<file path="src/rtl/jericalla_pkg.sv">
// Shared definitions for the JERICALLA instruction sequencer: word format and FSM states.
package jericalla_pkg;

    localparam int IW       = 17;
    localparam int EN_BIT   = 16;
    localparam int DIR1_MSB = 15;
    localparam int DIR1_LSB = 12;
    localparam int DIR2_MSB = 11;
    localparam int DIR2_LSB = 8;
    localparam int OP_MSB   = 7;
    localparam int OP_LSB   = 4;
    localparam int DIRR_MSB = 3;
    localparam int DIRR_LSB = 0;

    typedef enum logic [1:0] {
        IDLE = 2'd0,
        RUN  = 2'd1,
        DONE = 2'd2
    } seq_state_t;

    // Assemble a datapath word from its fields.
    function automatic logic [IW-1:0] pack_instr(input logic en, input logic [3:0] d1,
                                                 input logic [3:0] d2, input logic [3:0] op,
                                                 input logic [3:0] dr);
        logic [IW-1:0] w;
        w = '0;
        w[EN_BIT]              = en;
        w[DIR1_MSB:DIR1_LSB]   = d1;
        w[DIR2_MSB:DIR2_LSB]   = d2;
        w[OP_MSB:OP_LSB]       = op;
        w[DIRR_MSB:DIRR_LSB]   = dr;
        return w;
    endfunction

endpackage

</file>
<file path="src/rtl/jericalla_prog_mem.sv">
// Program store: one synchronous write port, one asynchronous read port, contents not reset.
module jericalla_prog_mem
    import jericalla_pkg::*;
#(
    parameter int DEPTH = 16,
    parameter int WIDTH = IW,
    localparam int AW = $clog2(DEPTH)
)(
    input  logic             clk,
    input  logic             we,
    input  logic [AW-1:0]    waddr,
    input  logic [WIDTH-1:0] wdata,
    input  logic [AW-1:0]    raddr,
    output logic [WIDTH-1:0] rdata
);

    logic [WIDTH-1:0] mem [DEPTH];

    // Write on the accepting edge.
    always_ff @(posedge clk) begin
        if (we) begin
            mem[waddr] <= wdata;
        end
    end

    assign rdata = mem[raddr];

endmodule

</file>
<file path="src/rtl/jericalla_seq.sv">
// Instruction sequencer: loads a program, then issues one word per cycle to the datapath.
module jericalla_seq
    import jericalla_pkg::*;
#(
    parameter int DEPTH = 16,
    parameter int IW = jericalla_pkg::IW,
    localparam int AW = $clog2(DEPTH)
)(
    input  logic          clk,
    input  logic          rst_n,
    input  logic          load_valid,
    output logic          load_ready,
    input  logic [AW-1:0] load_addr,
    input  logic [IW-1:0] load_data,
    input  logic [AW:0]   prog_len,
    input  logic          start,
    input  logic          halt_on_zf,
    input  logic          zf_in,
    output logic [IW-1:0] instr_out,
    output logic          instr_valid,
    output logic [AW-1:0] pc,
    output logic          busy,
    output logic          done,
    output logic          zf_halt
);

    localparam logic [AW:0] LEN_MAX = (AW+1)'(DEPTH);

    seq_state_t    state, state_nxt;
    logic [AW:0]   len_q, len_sat;
    logic          hz_q;
    logic [AW-1:0] pc_nxt;
    logic [IW-1:0] rdata;
    logic          issue, start_ok, load_acc, last, zf_stop, term;

    assign load_ready = (state != RUN);
    assign busy       = (state == RUN);
    assign done       = (state == DONE);
    assign load_acc   = load_valid && load_ready;

    jericalla_prog_mem #(.DEPTH(DEPTH), .WIDTH(IW)) u_mem (
        .clk   (clk),
        .we    (load_acc),
        .waddr (load_addr),
        .wdata (load_data),
        .raddr (pc_nxt),
        .rdata (rdata)
    );

    // Next state, next pc and issue decision; memory is read at the next pc.
    always_comb begin
        state_nxt = state;
        pc_nxt    = pc;
        issue     = 1'b0;
        len_sat   = (prog_len > LEN_MAX) ? LEN_MAX : prog_len;
        start_ok  = start && (prog_len != '0) && (state != RUN);
        last      = ({1'b0, pc} == (len_q - 1'b1));
        zf_stop   = hz_q && zf_in && instr_valid;
        term      = (state == RUN) && instr_valid && (last || zf_stop);
        case (state)
            IDLE: begin
                if (start_ok) begin
                    state_nxt = RUN;
                    pc_nxt    = '0;
                    issue     = 1'b1;
                end
            end
            RUN: begin
                if (term) begin
                    state_nxt = DONE;
                end else begin
                    pc_nxt = pc + 1'b1;
                    issue  = 1'b1;
                end
            end
            DONE: begin
                // A start in the same cycle as a load goes to RUN, not IDLE.
                if (start_ok) begin
                    state_nxt = RUN;
                    pc_nxt    = '0;
                    issue     = 1'b1;
                end else if (load_acc) begin
                    state_nxt = IDLE;
                end
            end
            default: state_nxt = IDLE;
        endcase
    end

    // State, pc, output word and run-parameter registers.
    always_ff @(posedge clk or negedge rst_n) begin
        if (!rst_n) begin
            state       <= IDLE;
            pc          <= '0;
            instr_out   <= '0;
            instr_valid <= 1'b0;
            len_q       <= '0;
            hz_q        <= 1'b0;
            zf_halt     <= 1'b0;
        end else begin
            state       <= state_nxt;
            pc          <= pc_nxt;
            instr_valid <= issue;
            instr_out   <= issue ? rdata : '0;
            if (start_ok) begin
                len_q   <= len_sat;
                hz_q    <= halt_on_zf;
                zf_halt <= 1'b0;
            end else if (term && zf_stop) begin
                zf_halt <= 1'b1;
            end
        end
    end

endmodule

</file>
<file path="config.mk">
export PLATFORM = sky130hd
export DESIGN_NAME = jericalla_seq
export DESIGN_NICKNAME = d
export VERILOG_FILES = /design/src/rtl/jericalla_pkg.sv /design/src/rtl/jericalla_prog_mem.sv /design/src/rtl/jericalla_seq.sv
export SDC_FILE = /design/constraint.sdc
export NUM_CORES = 1
export LEC_CHECK = 0
export ABC_AREA = 0
export CAP_MARGIN = 20
export CORE_MARGIN = 2
export CORE_UTILIZATION = 60
export CTS_CLUSTER_DIAMETER = 80
export DETAILED_ROUTE_END_ITERATION = 10
export PLACE_DENSITY = 0.89
export SLEW_MARGIN = 20
export SYNTH_ARGS = -nofsm -noshare
export SYNTH_HDL_FRONTEND = slang
export SYNTH_SLANG_ARGS = --single-unit
export TNS_END_PERCENT = 5
</file>
<file path="constraint.sdc">
create_clock -name clk -period 8.49 [get_ports clk]
set_input_delay 1.698 -clock clk [delete_from_list [all_inputs] [get_ports clk]]
set_output_delay 1.698 -clock clk [all_outputs]
set_load 0.02 [all_outputs]
</file>
# ---- Word level (Yosys, flattened, before mapping)
# Memory sizes are Yosys's and may differ from the RTL's.
# Index checks and enable logic that the tools add are counted.
dict set report word_totals {
  regBits 31
  latchBits 0
  ram_bits 272
  rom_bits 0
  input_bits 32
  output_inout_bits 26
  wordCells 49
  n_memories 1
}
# name depth word_bits read_ports rd_ports_with_merged_regs write_ports line_no
set mem_list {}
lappend mem_list {u_mem.mem 16 17 1 0 1 jericalla_prog_mem.sv:17} ;# logic [WIDTH-1:0] mem [DEPTH];
dict set report op_classes {
  n_addsub 2
  n_mul 0
  div 0
  order_cmp 1
  eq_ne 7
  n_shift 0
  mux 17
  bitwise_logic 0
  n_reduce_logical 14
}
# op count
set ops {}
lappend ops {{$mux 17} 1}
lappend ops {{$logic_and 1x1->1} 8}
lappend ops {{$mux 2} 4}
lappend ops {{$mux 4} 2}
lappend ops {{$pmux 4 s2} 1}
lappend ops {{$mux 1} 6}
lappend ops {{$pmux 2 s3} 1}
lappend ops {{$eq 4x5->1} 1}
lappend ops {{$gt 5x5->1 const B} 1}
lappend ops {{$mux 5} 1}
lappend ops {{$reduce_bool 5->1} 1}
lappend ops {{$sub 5x1->5 const B} 1}
lappend ops {{$add 4x1->4 const B} 1}
lappend ops {{$ne 2x1->1 const B} 2}
lappend ops {{$ne 3x2->1 const B} 1}
lappend ops {{$reduce_and 3->1} 1}
lappend ops {{$eq 2x1->1 const B} 1}
lappend ops {{$eq 2x2->1 const B} 1}
lappend ops {{$logic_not 2->1} 1}
lappend ops {{$ne 2x2->1 const B} 1}
lappend ops {{$pmux 1 s2} 1}
lappend ops {{$reduce_bool 2->1} 1}
lappend ops {{$reduce_or 2->1} 1}
lappend ops {{$logic_or 1x1->1} 1}

# ---- Longest topological paths before layout
# An unclocked memory read counts as a cell.
dict set report depth {
  depth_word 8
  mapped_depth 14
  ltp_nobuf 12
}

# ---- Modules after synthesis
# Synthesis repeated with hierarchy kept, for this count alone.
dict set report hier_totals {
  hier_cells 555
  area_unflattened_um2 11686.2
}
# module n_inst cells_each area_each_um2 seq_area_each_um2
set by_module_without_submodules {}
lappend by_module_without_submodules {jericalla_prog_mem 1 441 10297.4 8167.8}
lappend by_module_without_submodules {jericalla_seq 1 114 1388.8 775.7}

# ---- Worst setup path after synthesis
# No wires, ideal clock.
dict set report synth_path {
  kind {input to register}
  start {input port prog_len[0]}
  end {register instr_out[15]}
  setup_ns 0.131
  arrival_time_ns 3.792
  t_required_ns 8.359
  path_slack_ns 4.566
  cell_stages 11
  n_path_buf 1
  cell_sequence {or4_1 o21ai_2 or2_1 buf_2 nand2_1 mux2_4 inv_6 mux2i_1 a221o_1 a211oi_1 or3_1}
}
dict set report synth_via {
  elab_chain_len 7
  word_cells_on_any_way 9
  classes_between {mux (5); reduce/logical (3); memory (1)}
}
# element line_no
set synth_rtl {}
lappend synth_rtl {{from (decl)} jericalla_seq.sv:15} ;# input logic [AW:0] prog_len,
lappend synth_rtl {{$reduce_bool 5->1 *} jericalla_seq.sv:56} ;# start_ok = start && (prog_len != '0) && (state != RUN);
lappend synth_rtl {{$logic_and 1x1->1 * (2 in a row)} jericalla_seq.sv:56}
lappend synth_rtl {{$mux 4} {jericalla_seq.sv:62, jericalla_seq.sv:78}}
lappend synth_rtl {{$pmux 4 s2} jericalla_seq.sv:60} ;# case (state)
lappend synth_rtl {{$mem_v2 16x17} --}
lappend synth_rtl {{$mux 17 *} jericalla_seq.sv:104} ;# instr_out <= issue ? rdata : '0;
lappend synth_rtl {{to (signal assigned)} jericalla_seq.sv:104}
lappend synth_rtl {{to (decl)} jericalla_seq.sv:19} ;# output logic [IW-1:0] instr_out,
# Every way passes the cells marked *; elsewhere a longest branch is shown, timed or not.
# A chain may end at the register's enable or synchronous reset.

# ---- Worst setup path after layout
# Ends and elaborated chain as after synthesis.

==> flow_metrics.py <==
metrics = {
    "timing": {
        "skew_ps": 21.7,
        "setup_tns_ps": 0,
        "slew_headroom_pct": 29.3,
        "min_period_over_period_pct": 58.6,
        "hold_viol": 0,
        "rsz0062_at_grt": "false",
        "fin_crit_ps": 4970,
        "slew_violations": 0,
        "fmax_ghz": 0.201,
        "worst_slack_ps": 3520,
        "worst_slew_pin_slew_ps": 1060,
        "setup_viol": 0,
    },
    "pwr": {
        "vdd_drop_max_uv": 313,
        "p_per_area_nw_per_um2": 357,
        "leakage_uw": 0.00474,
    },
    "setup_path": {
        "start_kind": "input pin",
        "r2r_start": "len_q[0]$_DFFE_PN0P_",
        "worstPathMaxFanout": 133,
        "worstSetupPathType": "in2reg",
        "rrSetupSlack_ps": 4530,
        "arrival_ps": 5390,
        "required_ps": 8910,
        "crit_start": "prog_len[0]",
        "endpoint_kind": "register",
    },
    "global_routing": {
        "antenna_found_initial": 0,
        "first_global_vias": 7765,
        "overflow": 0,
        "grt_pass1_wl_mm": 42.9,
        "track_usage_pct": 27.8,
        "grt_max_degree": 134,
    },
    "clocking": {
        "clockBufferDepth": 3,
        "clock_latency_ps": 560,
        "cts_resized": 0,
        "post_cts_buffers": 0,
        "cts.sinks": 303,
        "cts_tree": "done",
        "cts-hold-fix-buffers": 0,
        "cts_htree_levels": 1,
        "cts_buffers": 28,
        "cts.clk_slew.worst_paths_ps": 60,
        "cts-root-buf": "clkbuf_16",
    },
    "yosys": {
        "synthArstFlopShare_pct": 10.2,
        "synth_top_family_by_area": "simple AND/OR/NAND/NOR gates",
        "ys_ff_latch": 303,
        "syn_nets": 940,
        "yosysUniqueCellTypes": 49,
        "synthAdderAreaFrac_pct": 0.211,
        "synth_xor_area_share_pct": 0.592,
        "ys_warn_count": 0,
        "synth_ff_type": "edfxtp_1",
        "yosys-mux-area-fraction_pct": 0.824,
        "synth_area_um2": 11800,
        "synth_compound_area_share_pct": 3.51,
        "synth_seq_area_share_pct": 75.6,
        "synthCells": 906,
        "synth-simple-area-share_pct": 17.5,
        "synth_edf_count": 272,
        "syn_avg_cell_area_um2": 13.1,
    },
    "place": {
        "pre_cts_slack_ps": 2960,
        "place.gp.congestion": 0.794,
        "dpl.cell_count": 1203,
        "dpl.hpwl_mm": 15.3,
        "io_buffers": 57,
    },
    "worst_hold_path": {
        "hold_class": "reg2reg",
        "worstHoldStart": "zf_halt$_DFFE_PN0P_",
    },
    "finish": {
        "insertedDiodeCount": 0,
        "mostFrequentLayoutCells": "nand2_1, edfxtp_1, nand3_1",
        "nFillCells": 1145,
        "fin_cells": 1255,
        "final_common_cell": "nand2_1",
        "fin_nets": 1002,
        "drive_gt1_share_pct": 9.70,
        "area_growth_pct": 16.2,
    },
    "drt": {
        "drc_errors": 0,
        "viasPerCell": 6.31,
        "dr.pass1.iters": 7,
        "wirelength_mm": 28.9,
        "drt_iter0_markers": 1126,
        "num_vias": 7920,
        "wl_per_cell_um": 23.0,
        "ant_nets": 0,
    },
    "die": {
        "rows": 51,
        "io_pins": 58,
        "core_um2": 19400,
        "chipWidth_um": 144,
        "start_util_pct": 61.0,
        "die-area_um2": 20900,
        "fp.dieH_um": 144,
    },
    "job": {
        "cap_violations": 0,
    },
    "run_status": {
        "outcome": "finished, final reports clean",
    },
}
==> Yosys cell counts (2+ instances only) <==
library cell | count | share of area, %
nand2_1 | 285 | 9.0
edfxtp_1 | 272 | 69
nand3_1 | 98 | 4.1
nand4_1 | 34 | 1.8
a31oi_1 | 33 | 1.7
dfrtp_1 | 31 | 6.6
clkbuf_1 | 26 | 0.82
nor2_1 | 23 | 0.73
buf_2 | 16 | 0.68
nand2b_1 | 10 | 0.53
mux2i_1 | 6 | 0.51
nor3_1 | 5 | 0.21
a211oi_1 | 4 | 0.25
buf_1 | 4 | 0.13
nor2b_1 | 4 | 0.21
o21ai_0 | 4 | 0.17
xnor2_1 | 4 | 0.30
xor2_1 | 4 | 0.30
inv_1 | 3 | 0.095
or3_1 | 3 | 0.16
a21oi_1 | 2 | 0.085
a221o_1 | 2 | 0.17
ha_1 | 2 | 0.21
mux2_2 | 2 | 0.19
nand3b_1 | 2 | 0.13
o211ai_1 | 2 | 0.13
o21ai_1 | 2 | 0.085
o21ai_2 | 2 | 0.15
==> path summary, 6_finish.rpt <==
| check | to | cells past startpoint |
|---|---|---|
| worst max register to register | instr_out[15]$_DFF_PN0_ | 12 |
| worst min-delay path | zf_halt$_DFFE_PN0P_ | 1 |
| min in group asynchronous | instr_out[16]$_DFF_PN0_ | 1 |
| max in group asynchronous | instr_out[8]$_DFF_PN0_ | 1 |
| worst max-delay path | instr_out[15]$_DFF_PN0_ | 11 |
| worst min register to register | zf_halt$_DFFE_PN0P_ | 1 |
==> cells by family (layout without fill, tap and decap cells) <==
family,count (synthesis),after routing
XOR/XNOR,8,8
adder cells (fa/ha/maj),2,2
AO/OA/AOI/OAI,61,61
AND/OR/NAND/NOR,472,472
multiplexers,9,9
flip-flops,303,303
buffers and inverters,51,135
==> where the power goes <==
part	internal [uW]	switching, uW
clock network	761	532
registers	1730	60.0
logic	544	1280
total	3030	1870
==> sequential cells by signal, summed over array words and instances (netlist names) <==
signal and count:
hz_q 1, instr_valid 1, pc 4, len_q 5, state 2, u_mem.mem 272, zf_halt 1, instr_out 17
==> worst max-delay path: stages <==
cell and delay (ps):
clkdlybuf4s50_1 430, or4_1 560, o21ai_2 200, or2_1 240
nand2_1 90, mux2_4 450, inv_6 730, mux2i_1 310
a221o_1 200, a211oi_1 50, or3_1 390
==> metrics by stage <==
step	cell area (um^2)	util (%)	total power (uW)	hold slack (ps)
finish	13800	70.9	4910	509
global route	13800	70.9	5120	526
CTS	13800	70.9	4880	514
detailed placement	12800	66.0	3580	501
global placement	12800	65.9	3500	473
floorplan	11800	-	3020	471
==> routing by layer <==
layer | vias to the layer above | global-route usage, % | wire length [um]
met2 | 618 | 46.2 | 14400
met3 | 116 | 5.30 | 3290
met1 | 3774 | 36.1 | 10100
li1 | 3412 | - | -
met5 | - | 0 | 0
met4 | 0 | 12.5 | 1120
==> cell type report <==
type / count / area [um^2] / share of cell area (%)
Sequential cell: 303 / 8940 / 65.0
Multi-Input combinational cell: 552 / 2770 / 20.1
Clock buffer: 35 / 767 / 5.57
Timing Repair Buffer: 78 / 731 / 5.31
Tap cell: 265 / 332 / 2.41
Clock inverter: 17 / 195 / 1.42
Inverter: 5 / 23.8 / 0.173
No activity file was read; power rests on OpenSTA's default activity.
